<file path="src/rtl/axil_sys_ctrl_if.sv">
// AXI4-Lite bus bundle between the core's data master and the system-control slave.
// Signal names mirror the core's mem_axi_* bus so wiring stays one-to-one.
interface axil_sys_ctrl_if;
  logic        mem_axi_awvalid;
  logic        mem_axi_awready;
  logic [31:0] mem_axi_awaddr;
  logic        mem_axi_wvalid;
  logic        mem_axi_wready;
  logic [31:0] mem_axi_wdata;
  logic [3:0]  mem_axi_wstrb;
  logic        mem_axi_bvalid;
  logic        mem_axi_bready;
  logic        mem_axi_arvalid;
  logic        mem_axi_arready;
  logic [31:0] mem_axi_araddr;
  logic        mem_axi_rvalid;
  logic        mem_axi_rready;
  logic [31:0] mem_axi_rdata;

  modport master (
    output mem_axi_awvalid, mem_axi_awaddr, mem_axi_wvalid, mem_axi_wdata, mem_axi_wstrb,
           mem_axi_bready, mem_axi_arvalid, mem_axi_araddr, mem_axi_rready,
    input  mem_axi_awready, mem_axi_wready, mem_axi_bvalid, mem_axi_arready,
           mem_axi_rvalid, mem_axi_rdata
  );

  modport slave (
    input  mem_axi_awvalid, mem_axi_awaddr, mem_axi_wvalid, mem_axi_wdata, mem_axi_wstrb,
           mem_axi_bready, mem_axi_arvalid, mem_axi_araddr, mem_axi_rready,
    output mem_axi_awready, mem_axi_wready, mem_axi_bvalid, mem_axi_arready,
           mem_axi_rvalid, mem_axi_rdata
  );
endinterface

</file>
<file path="src/rtl/axil_sys_ctrl.sv">
// System-control AXI4-Lite slave: UART console behind a TX FIFO, sticky exit register
// and a free-running cycle counter with reset/stop control.
module axil_sys_ctrl #(
  parameter logic [31:0] BASE_ADDR  = 32'h1000_0000,
  parameter int          CLK_DIV    = 16,
  parameter int          FIFO_DEPTH = 8
) (
  input  logic           clk,
  input  logic           resetn,
  axil_sys_ctrl_if.slave bus,
  output logic           uart_tx,
  output logic           exit_valid,
  output logic [31:0]    exit_code
);
  localparam int PW = $clog2(FIFO_DEPTH);
  localparam int DW = (CLK_DIV > 2) ? $clog2(CLK_DIV) : 1;
  localparam logic [DW-1:0] DIV_LAST = DW'(CLK_DIV - 1);
  localparam logic [PW:0]   LEVEL_FULL = (PW+1)'(FIFO_DEPTH);

  typedef enum logic [1:0] {IDLE, START, DATA, STOP} tx_state_t;

  logic          wr_ready_reg, bvalid_reg, ar_ready_reg, rvalid_reg;
  logic [31:0]   rdata_reg, rd_mux;
  logic          wr_fire, rd_fire;
  logic [1:0]    wr_off, rd_off;
  logic [7:0]    fifo_mem [FIFO_DEPTH];
  logic [PW-1:0] wr_ptr_reg, rd_ptr_reg;
  logic [PW:0]   level_reg;
  logic          overflow_reg, full, push, push_ok, pop, busy, bit_end;
  tx_state_t     state_reg;
  logic [DW-1:0] div_reg;
  logic [2:0]    bit_reg;
  logic [7:0]    shift_reg;
  logic          tx_reg;
  logic [31:0]   cnt_reg, exit_code_reg;
  logic          run_reg, exit_valid_reg;
  logic [7:0]    level8;

  // Window selection happens in the upstream address split, so only addr[3:2] matters here.
  logic unused_ok;
  assign unused_ok = &{1'b0, BASE_ADDR, bus.mem_axi_awaddr[31:4], bus.mem_axi_awaddr[1:0],
                       bus.mem_axi_araddr[31:4], bus.mem_axi_araddr[1:0], bus.mem_axi_wstrb[3:1]};

  assign wr_off  = bus.mem_axi_awaddr[3:2];
  assign rd_off  = bus.mem_axi_araddr[3:2];
  assign wr_fire = wr_ready_reg && bus.mem_axi_awvalid && bus.mem_axi_wvalid;
  assign rd_fire = ar_ready_reg && bus.mem_axi_arvalid;
  assign push    = wr_fire && (wr_off == 2'd0) && bus.mem_axi_wstrb[0];
  assign full    = (level_reg == LEVEL_FULL);
  assign push_ok = push && !full;
  assign busy    = (state_reg != IDLE);
  assign bit_end = (div_reg == DIV_LAST);
  assign pop     = (level_reg != '0) && ((state_reg == IDLE) || (state_reg == STOP && bit_end));
  assign level8  = 8'(level_reg);

  assign bus.mem_axi_awready = wr_ready_reg;
  assign bus.mem_axi_wready  = wr_ready_reg;
  assign bus.mem_axi_bvalid  = bvalid_reg;
  assign bus.mem_axi_arready = ar_ready_reg;
  assign bus.mem_axi_rvalid  = rvalid_reg;
  assign bus.mem_axi_rdata   = rdata_reg;
  assign uart_tx    = tx_reg;
  assign exit_valid = exit_valid_reg;
  assign exit_code  = exit_code_reg;

  always_comb begin
    rd_mux = 32'd0;
    case (rd_off)
      2'd0:    rd_mux = {16'd0, level8, 5'd0, overflow_reg, busy, full};
      2'd1:    rd_mux = exit_code_reg;
      2'd2:    rd_mux = cnt_reg;
      default: rd_mux = 32'd0;
    endcase
  end

  // Ready pulses are registered single-cycle strobes; the !ready term blocks a second beat.
  always_ff @(posedge clk) begin
    if (!resetn) begin
      wr_ready_reg <= 1'b0;
      bvalid_reg   <= 1'b0;
      ar_ready_reg <= 1'b0;
      rvalid_reg   <= 1'b0;
      rdata_reg    <= 32'd0;
    end else begin
      wr_ready_reg <= bus.mem_axi_awvalid && bus.mem_axi_wvalid && !bvalid_reg && !wr_ready_reg;
      if (wr_fire)
        bvalid_reg <= 1'b1;
      else if (bus.mem_axi_bready)
        bvalid_reg <= 1'b0;
      ar_ready_reg <= bus.mem_axi_arvalid && !rvalid_reg && !ar_ready_reg;
      if (rd_fire) begin
        rvalid_reg <= 1'b1;
        rdata_reg  <= rd_mux;
      end else if (bus.mem_axi_rready) begin
        rvalid_reg <= 1'b0;
      end
    end
  end

  // A stop write still applies this edge's increment, then freezes.
  always_ff @(posedge clk) begin
    if (!resetn) begin
      cnt_reg        <= 32'd0;
      run_reg        <= 1'b1;
      exit_code_reg  <= 32'd0;
      exit_valid_reg <= 1'b0;
    end else begin
      if (wr_fire && wr_off == 2'd1) begin
        exit_code_reg  <= bus.mem_axi_wdata;
        exit_valid_reg <= 1'b1;
      end
      if (wr_fire && wr_off == 2'd2 && bus.mem_axi_wdata == 32'd0) begin
        cnt_reg <= 32'd0;
        run_reg <= 1'b1;
      end else if (wr_fire && wr_off == 2'd2 && bus.mem_axi_wdata == 32'd1) begin
        if (run_reg)
          cnt_reg <= cnt_reg + 32'd1;
        run_reg <= 1'b0;
      end else if (run_reg) begin
        cnt_reg <= cnt_reg + 32'd1;
      end
    end
  end

  always_ff @(posedge clk) begin
    if (push_ok)
      fifo_mem[wr_ptr_reg] <= bus.mem_axi_wdata[7:0];
  end

  // FIFO bookkeeping and the TX FSM share one block because a pop is an FSM transition.
  always_ff @(posedge clk) begin
    if (!resetn) begin
      wr_ptr_reg   <= '0;
      rd_ptr_reg   <= '0;
      level_reg    <= '0;
      overflow_reg <= 1'b0;
      state_reg    <= IDLE;
      div_reg      <= '0;
      bit_reg      <= 3'd0;
      shift_reg    <= 8'd0;
      tx_reg       <= 1'b1;
    end else begin
      if (push_ok)
        wr_ptr_reg <= wr_ptr_reg + PW'(1);
      if (push && full)
        overflow_reg <= 1'b1;
      level_reg <= level_reg + {{PW{1'b0}}, push_ok} - {{PW{1'b0}}, pop};
      if (pop) begin
        rd_ptr_reg <= rd_ptr_reg + PW'(1);
        shift_reg  <= fifo_mem[rd_ptr_reg];
        state_reg  <= START;
        tx_reg     <= 1'b0;
        div_reg    <= '0;
      end else begin
        case (state_reg)
          IDLE: tx_reg <= 1'b1;
          START: begin
            if (bit_end) begin
              state_reg <= DATA;
              div_reg   <= '0;
              bit_reg   <= 3'd0;
              tx_reg    <= shift_reg[0];
            end else begin
              div_reg <= div_reg + DW'(1);
            end
          end
          DATA: begin
            if (bit_end) begin
              div_reg <= '0;
              if (bit_reg == 3'd7) begin
                state_reg <= STOP;
                tx_reg    <= 1'b1;
              end else begin
                bit_reg   <= bit_reg + 3'd1;
                shift_reg <= {1'b0, shift_reg[7:1]};
                tx_reg    <= shift_reg[1];
              end
            end else begin
              div_reg <= div_reg + DW'(1);
            end
          end
          default: begin
            if (bit_end) begin
              state_reg <= IDLE;
              div_reg   <= '0;
              tx_reg    <= 1'b1;
            end else begin
              div_reg <= div_reg + DW'(1);
            end
          end
        endcase
      end
    end
  end
endmodule

</file>
<file path="src/flat_wrapper.sv">
// flat-port wrapper written by rule: the top's interface ports become plain ports
module axil_sys_ctrl_flat 
#(
  parameter logic [31:0] BASE_ADDR  = 32'h1000_0000,
  parameter int          CLK_DIV    = 16,
  parameter int          FIFO_DEPTH = 8
)
  (clk, resetn, uart_tx, exit_valid, exit_code, bus_mem_axi_awvalid, bus_mem_axi_awaddr, bus_mem_axi_wvalid, bus_mem_axi_wdata, bus_mem_axi_wstrb, bus_mem_axi_bready, bus_mem_axi_arvalid, bus_mem_axi_araddr, bus_mem_axi_rready, bus_mem_axi_awready, bus_mem_axi_wready, bus_mem_axi_bvalid, bus_mem_axi_arready, bus_mem_axi_rvalid, bus_mem_axi_rdata);
  axil_sys_ctrl_if bus_i ();
  input  logic clk;
  input  logic resetn;
  output logic uart_tx;
  output logic exit_valid;
  output logic [31:0] exit_code;
  input wire logic [$bits(bus_i.mem_axi_awvalid)-1:0] bus_mem_axi_awvalid;
  input wire logic [$bits(bus_i.mem_axi_awaddr)-1:0] bus_mem_axi_awaddr;
  input wire logic [$bits(bus_i.mem_axi_wvalid)-1:0] bus_mem_axi_wvalid;
  input wire logic [$bits(bus_i.mem_axi_wdata)-1:0] bus_mem_axi_wdata;
  input wire logic [$bits(bus_i.mem_axi_wstrb)-1:0] bus_mem_axi_wstrb;
  input wire logic [$bits(bus_i.mem_axi_bready)-1:0] bus_mem_axi_bready;
  input wire logic [$bits(bus_i.mem_axi_arvalid)-1:0] bus_mem_axi_arvalid;
  input wire logic [$bits(bus_i.mem_axi_araddr)-1:0] bus_mem_axi_araddr;
  input wire logic [$bits(bus_i.mem_axi_rready)-1:0] bus_mem_axi_rready;
  output wire logic [$bits(bus_i.mem_axi_awready)-1:0] bus_mem_axi_awready;
  output wire logic [$bits(bus_i.mem_axi_wready)-1:0] bus_mem_axi_wready;
  output wire logic [$bits(bus_i.mem_axi_bvalid)-1:0] bus_mem_axi_bvalid;
  output wire logic [$bits(bus_i.mem_axi_arready)-1:0] bus_mem_axi_arready;
  output wire logic [$bits(bus_i.mem_axi_rvalid)-1:0] bus_mem_axi_rvalid;
  output wire logic [$bits(bus_i.mem_axi_rdata)-1:0] bus_mem_axi_rdata;
  assign bus_i.mem_axi_awvalid = bus_mem_axi_awvalid;
  assign bus_i.mem_axi_awaddr = bus_mem_axi_awaddr;
  assign bus_i.mem_axi_wvalid = bus_mem_axi_wvalid;
  assign bus_i.mem_axi_wdata = bus_mem_axi_wdata;
  assign bus_i.mem_axi_wstrb = bus_mem_axi_wstrb;
  assign bus_i.mem_axi_bready = bus_mem_axi_bready;
  assign bus_i.mem_axi_arvalid = bus_mem_axi_arvalid;
  assign bus_i.mem_axi_araddr = bus_mem_axi_araddr;
  assign bus_i.mem_axi_rready = bus_mem_axi_rready;
  assign bus_mem_axi_awready = bus_i.mem_axi_awready;
  assign bus_mem_axi_wready = bus_i.mem_axi_wready;
  assign bus_mem_axi_bvalid = bus_i.mem_axi_bvalid;
  assign bus_mem_axi_arready = bus_i.mem_axi_arready;
  assign bus_mem_axi_rvalid = bus_i.mem_axi_rvalid;
  assign bus_mem_axi_rdata = bus_i.mem_axi_rdata;
  axil_sys_ctrl #(.BASE_ADDR(BASE_ADDR), .CLK_DIV(CLK_DIV), .FIFO_DEPTH(FIFO_DEPTH)) u_core (.clk(clk), .resetn(resetn), .bus(bus_i), .uart_tx(uart_tx), .exit_valid(exit_valid), .exit_code(exit_code));
endmodule
</file>
<file path="config.mk">
export PLATFORM = sky130hd
export DESIGN_NAME = axil_sys_ctrl_flat
export DESIGN_NICKNAME = d
export VERILOG_FILES = /design/src/rtl/axil_sys_ctrl_if.sv /design/src/rtl/axil_sys_ctrl.sv /design/src/flat_wrapper.sv
export SDC_FILE = /design/constraint.sdc
export NUM_CORES = 1
export LEC_CHECK = 0
export CORE_MARGIN = 4
export CORE_UTILIZATION = 30
export DETAILED_ROUTE_END_ITERATION = 10
export PLACE_DENSITY = 0.5
export SLEW_MARGIN = 20
export SYNTH_ARGS = -nofsm -noshare
export SYNTH_HDL_FRONTEND = slang
export SYNTH_SLANG_ARGS = --single-unit
</file>
<file path="constraint.sdc">
create_clock -name clk -period 2.6 [get_ports clk]
set_clock_uncertainty 0.2 [all_clocks]
set_input_delay 0.52 -clock clk [delete_from_list [all_inputs] [get_ports clk]]
set_output_delay 0.52 -clock clk [all_outputs]
set_load 0.01 [all_outputs]
</file>
==> metrics, run 1 <==
Yosys reg bits ~200; RR Startpoint u_core.level_reg[3]$_SDFF_PN0_; r2r endpoint u_core.level_reg[2]$_SDFF_PN0_; Vias/cell 4.860; critical path's slowest cell or4_4; RSZ-0062 raised after global routing false; sequential-to-total area share from yosys stat 0.5637; Crit. End Element flop; CTS Sinks around 200; max incr delay on CP between 500 and 600 ps; WP data required between 2000 and 3000 ps; R2R setup slack between 150 and 200 ps; die height around 170 um; Cell variety after synth 50; share of cells above drive strength 1 0.1542; worst hold path depth 3; worst path cell trace clkdlybuf4s50_1, nand3_4, or4_1, or4_4, o21ai_4, buf_12, buf_6, nor2_1; DRC errors left 0; Worst Tran Pin Value roughly 640 ps; commonest non-fill, non-tap cells in the layout dfxtp_1 (133), clkdlybuf4s50_1 (107), nand2_1 (104); HP Class input port to flop; total number of vias about 6300; Initial DRT Pass Iterations 4; Worst VDD drop about 400 uV; Post-synth EDFFs 64; row count 60; CTS root buffer clkbuf_16; IO Count roughly 180; Starting Density 0.3039; routed len/inst approximately 17 um; Final Routed Wirelength about 23000 um; IO buf count ~110; Hold Crit Start bus_mem_axi_wdata[25]; Post-Syn Area per Cell about 10 um2; maxcap violations 0; Syn Inst Count approximately 780; Tmin final 2564 ps; Num CTS Buffers 17; Antenna Nets Post-Route 0; Netlist Area Pre-Place between 0.008 and 0.009 mm2; pwr/cell area slightly above 700 mW/mm2; H-tree levels 4; first-pass GRT wire length around 35000 um; Primary FF master, synth dfxtp_1; critical path type input port to flop; crit start category input port; Rel. slew slack 0.5711; # setup viols final 0; r2r worst-path depth 11; Final WS setup about 36 ps; commonest non-fill, non-tap cell in the layout dfxtp_1; post-route core utilization 0.4095; arrival time worst endpoint 2690 ps; Final period util 0.9863; die footprint roughly 0.030 mm2; Leak around 0.0038 uW; area delta synth->final 34.76%; Core Footprint 0.02688 mm2; post-DP HPWL between 15000 and 20000 um; WHS Endpoint u_core.exit_code[25]$_SDFFE_PN0P_; status completed; pre-CTS worst setup slack -557.0 ps; initial antenna violation count 1; number of max-slew violations in the final report 0; Hold Vio Cnt, Final 0; vias in the first global route just over 6000; CTS tree yes; Post-layout nets 1064; Syn Nets 903; grt ovf 0; Critical Path Fanout Max 8; initial drt markers just over 400; max reg flops 64; largest net degree at the start of global routing 58; clk_lat worst skew approximately 440 ps; maximum clock frequency just under 0.4 GHz; all-layer global routing usage 0.1490; GP Congestion ~0.75; Clock Pin Slew Worst Setup and Hold Paths roughly 80 ps; clock buffer depth 2; Die Width around 170 um; most flop-heavy register u_core.fifo_mem; Synth Warn # 0; asr flop ratio synth 0
[kinds of logic after synthesis]
group,synth area share
DFF,0.5637
xor gates and xnor gates,0.04075
adders and majority gates,0.02696
AOI/OAI and AO/OA,0.09911
buffers and inverters,0.03278
muxes,0.05791
and+or+nand+nor,0.1788
[worst max path at each step]
stage	start	end	slack, ps	cells after the start
4_1_cts	bus_mem_axi_wdata[28]	u_core.cnt_reg[4]$_SDFFE_PP0P_	7	8
2_1_floorplan	u_core.state_reg[0]$_SDFFE_PN0P_	u_core.level_reg[2]$_SDFF_PN0_	-50	14
6_report	bus_mem_axi_awvalid	u_core.cnt_reg[13]$_SDFFE_PP0P_	40	8
3_3_place_gp	bus_mem_axi_wdata[27]	u_core.cnt_reg[8]$_SDFFE_PP0P_	-550	8
5_1_grt	bus_mem_axi_awvalid	u_core.run_reg$_SDFFE_PP1P_	7	8
3_5_place_dp	bus_mem_axi_wdata[27]	u_core.cnt_reg[9]$_SDFFE_PP0P_	-560	8
[critical path, delay by kind of cell]
| kind | cells | cell delay (ps) |
|---|---|---|
| AOI/OAI and AO/OA | 1 | 180 |
| buffers and inverters | 3 | 820 |
| and+or+nand+nor | 4 | 1160 |
[layout make-up]
class	count	area [um2]
diodes	1	2.502
multi-input cells	518	3381
fillers	2599	15870
repair buffers	190	1882
flip-flops and latches	198	4606
inverters	15	56.30
clock buffers	17	425.4
well taps	341	426.7
clock inverters	15	227.7
[routing by layer]
| metal | vias up | track usage | share of wire |
|---|---|---|---|
| met4 | 0 | 0.03991 | 0.013 |
| met3 | 20 | 0.02798 | 0.042 |
| met2 | 116 | 0.2253 | 0.44 |
| met1 | 3032 | 0.2195 | 0.50 |
| li1 | 3126 | - | - |
| met5 | - | 0 | 0 |
[synth_stat cells (all sizes together), types with 4 or more instances]
cell type | number | area, um2
nor2b | 11 | 68.82
buf | 14 | 83.83
nor2 | 96 | 360.4
o21ai | 11 | 66.32
xnor2 | 27 | 236.5
a211oi | 13 | 97.59
xor2 | 11 | 96.34
dfxtp | 134 | 2683
nor4 | 14 | 87.58
and4 | 4 | 35.03
edfxtp | 64 | 1922
nand4 | 11 | 68.82
a21oi | 43 | 215.2
nand2b | 7 | 43.79
inv | 15 | 56.30
and3 | 4 | 25.02
mux4 | 16 | 360.4
a311oi | 4 | 35.03
clkbuf | 34 | 127.6
nor3 | 43 | 215.2
and2 | 4 | 25.02
a221oi | 32 | 280.3
ha | 16 | 200.2
nand3 | 11 | 60.06
mux2i | 9 | 90.09
nand2 | 104 | 390.4
[stage by stage]
step                      power, uW  area [um2]  hold slack (ps)  setup TNS [ps]  std cells
after global routing           8313       11010            195.9               0       1295
after CTS                      7968       10830            260.3               0       1289
after detailed placement       5065       10160            249.0          -40160       1257
after floorplan                4489        8194            235.5          -48.66        779
after global placement         5050       10160            246.3          -39950       1257
final                          7904       11010            200.4               0       1295
[where the power goes]
part / total [uW] / internal, uW / switching, uW
registers: 3440 / 3340 / 96.3
clock network: 2890 / 1580 / 1310
logic: 1580 / 773 / 803
total: 7900 / 5690 / 2210
[repair_timing]
action                     in CTS  in global routing
hold buffers                    0                  0
setup endpoints to repair      33                 64
setup buffers                   0                  1
pin swaps                       0                  5
cloned                          0                  4
resized for setup               3                 16
(Power assumes the default switching activity.)
==> inputs of run 2 (changes only) <==
- ABC_AREA: default -> 0
==> results of run 2 <==
The final DEF is identical to that of run 1; final timing and power are the same.
==> inputs of run 3 (changes only) <==
- CORE_UTILIZATION: 30 -> 46
- CTS_CLUSTER_SIZE: default -> 20
- PLACE_DENSITY: 0.5 -> 0.72
==> metrics, run 3 (synthesis gave the netlist of run 1 again) <==
Tmin final 2533 ps; P_int 5529 uW; ANT cells 0; pwr/cell area between 700 and 800 mW/mm2; critical path type input port to flop; Final period util 0.9743; CTS root buffer clkbuf_16; arrival time worst endpoint ~2700 ps; Gate power share 0.202; routed len/inst around 17 um; row count 48; r2r worst-path depth 11; grt ovf 0; Net Sw Power 2080 uW; Leak 0.003698 uW; Setup Total Neg Slack 0 ps; Rel. slew slack 0.6380; RSZ-0062 raised after global routing false; Post-layout nets 1052; Worst VDD drop about 500 uV; worst hold path depth 3; clock buffer depth 2; hold_buf cts 0; initial drt markers approximately 560; WP data required roughly 2700 ps; total number of vias 6422; GP Congestion between 0.8 and 0.9; initial antenna violation count 0; Die Width approximately 140 um; first-pass GRT wire length around 32000 um; status completed; max reg flops between 60 and 70; Vias/cell around 5.5; crit start category input port; Starting Density 0.4706; Tot Pwr 7609 uW; multi-input logic area roughly 0.0034 mm2; filler instances 1407; IO buf count 114; Crit. End Element flop; commonest non-fill, non-tap cells in the layout dfxtp_1 (134), clkdlybuf4s50_1 (109), nand2_1 (104); most flop-heavy register u_core.fifo_mem; Antenna Nets Post-Route 0; Net Sw Frac 0.2734; Num CTS Buffers 17; Initial DRT Pass Iterations 5; CTS tree yes; Core Footprint roughly 0.017 mm2; all-layer global routing usage 0.2014; post-route core utilization 0.6145; die footprint around 0.02 mm2; H-tree levels 4; DRC errors left 0; area delta synth->final 30.59%; post-DP HPWL roughly 14000 um; IO Count approximately 180; Min Hold Slack just under 200 ps; number of max-slew violations in the final report 0; Worst Tran Pin Value 542.2 ps; Critical Path Fanout Max 8; clk_lat worst skew 430 ps; register share of total power 0.451; largest net degree at the start of global routing 49; Clock Pin Slew Worst Setup and Hold Paths ~70 ps; maximum clock frequency slightly below 0.4 GHz; HP Class input port to flop; commonest non-fill, non-tap cell in the layout dfxtp_1; share of cells above drive strength 1 0.1392; clock network power share 0.347; Reg area around 0.0046 mm2; CTS Sinks roughly 200; Hold Vio Cnt, Final 0; maxcap violations 0; Final Routed Wirelength a little over 20000 um; vias in the first global route 6062; Placed Area 0.009942 mm2; post-route cell area 0.01067 mm2; die height 141.3 um; # setup viols final 0
-- run 3: cell types whose count changed in the layout (fill, tap and decap cells not counted), sizes merged, moves of 2 or more --
cell,change
bufinv,-2
clkinv,-2
buf,-11
clkdlybuf4s50,+2
clkbuf,+2
clkinvlp,+2
-- run 3: through the flow --
stage,instances,setup WS [ps]
global placement,1130,-437.3
floorplan,779,-48.66
global route,1166,1.450
detailed placement,1130,-425.6
CTS,1162,16.64
finish,1166,66.79
-- run 3: timing repair --
item,in CTS,in global routing
gates resized for setup,0,13
setup buffers,0,1
setup endpoints to repair,0,35
-- run 3: final cells by class --
cell class / count / share of cell area
multi-input cells: 518 / 0.3145
inverters: 15 / 0.005279
clock inverters: 12 / 0.01208
clock buffers: 20 / 0.04387
repair buffers: 178 / 0.1662
flip-flops and latches: 198 / 0.4317
well taps: 225 / 0.02639
-- run 3: worst paths after layout --
path | start | to | slack [ps]
max | bus_mem_axi_wdata[15] | u_core.cnt_reg[18]$_SDFFE_PP0P_ | 70
min | bus_mem_axi_awvalid | u_core.bus.mem_axi_awready$_SDFF_PN0_ | 200
max reg2reg | u_core.level_reg[2]$_SDFF_PN0_ | u_core.level_reg[2]$_SDFF_PN0_ | 100
min reg2reg | u_core.bus.mem_axi_bvalid$_SDFFE_PN0P_ | u_core.bus.mem_axi_awready$_SDFF_PN0_ | 250
-- run 3: power by group through the flow --
stage,sequential (uW),clock [uW],combinational [uW]
CTS,3430,2670,1520
detailed placement,3500,0,1500
global route,3450,2800,1700
global placement,3500,0,1480
floorplan,3500,0,994
finish,3430,2640,1540
-- run 3: worst max-delay path: stages --
cell and delay [ps]:
clkdlybuf4s50_1 460, or4_1 540, or4_4 540, o21ai_4 310, clkbuf_16 230, nor2_1 60
-- run 3: metal layers --
| metal | wire length, um | track usage |
|---|---|---|
| met5 | 0 | 0 |
| met4 | 247 | 0.04793 |
| met3 | 1237 | 0.04483 |
| met2 | 9291 | 0.3088 |
| met1 | 9539 | 0.2929 |
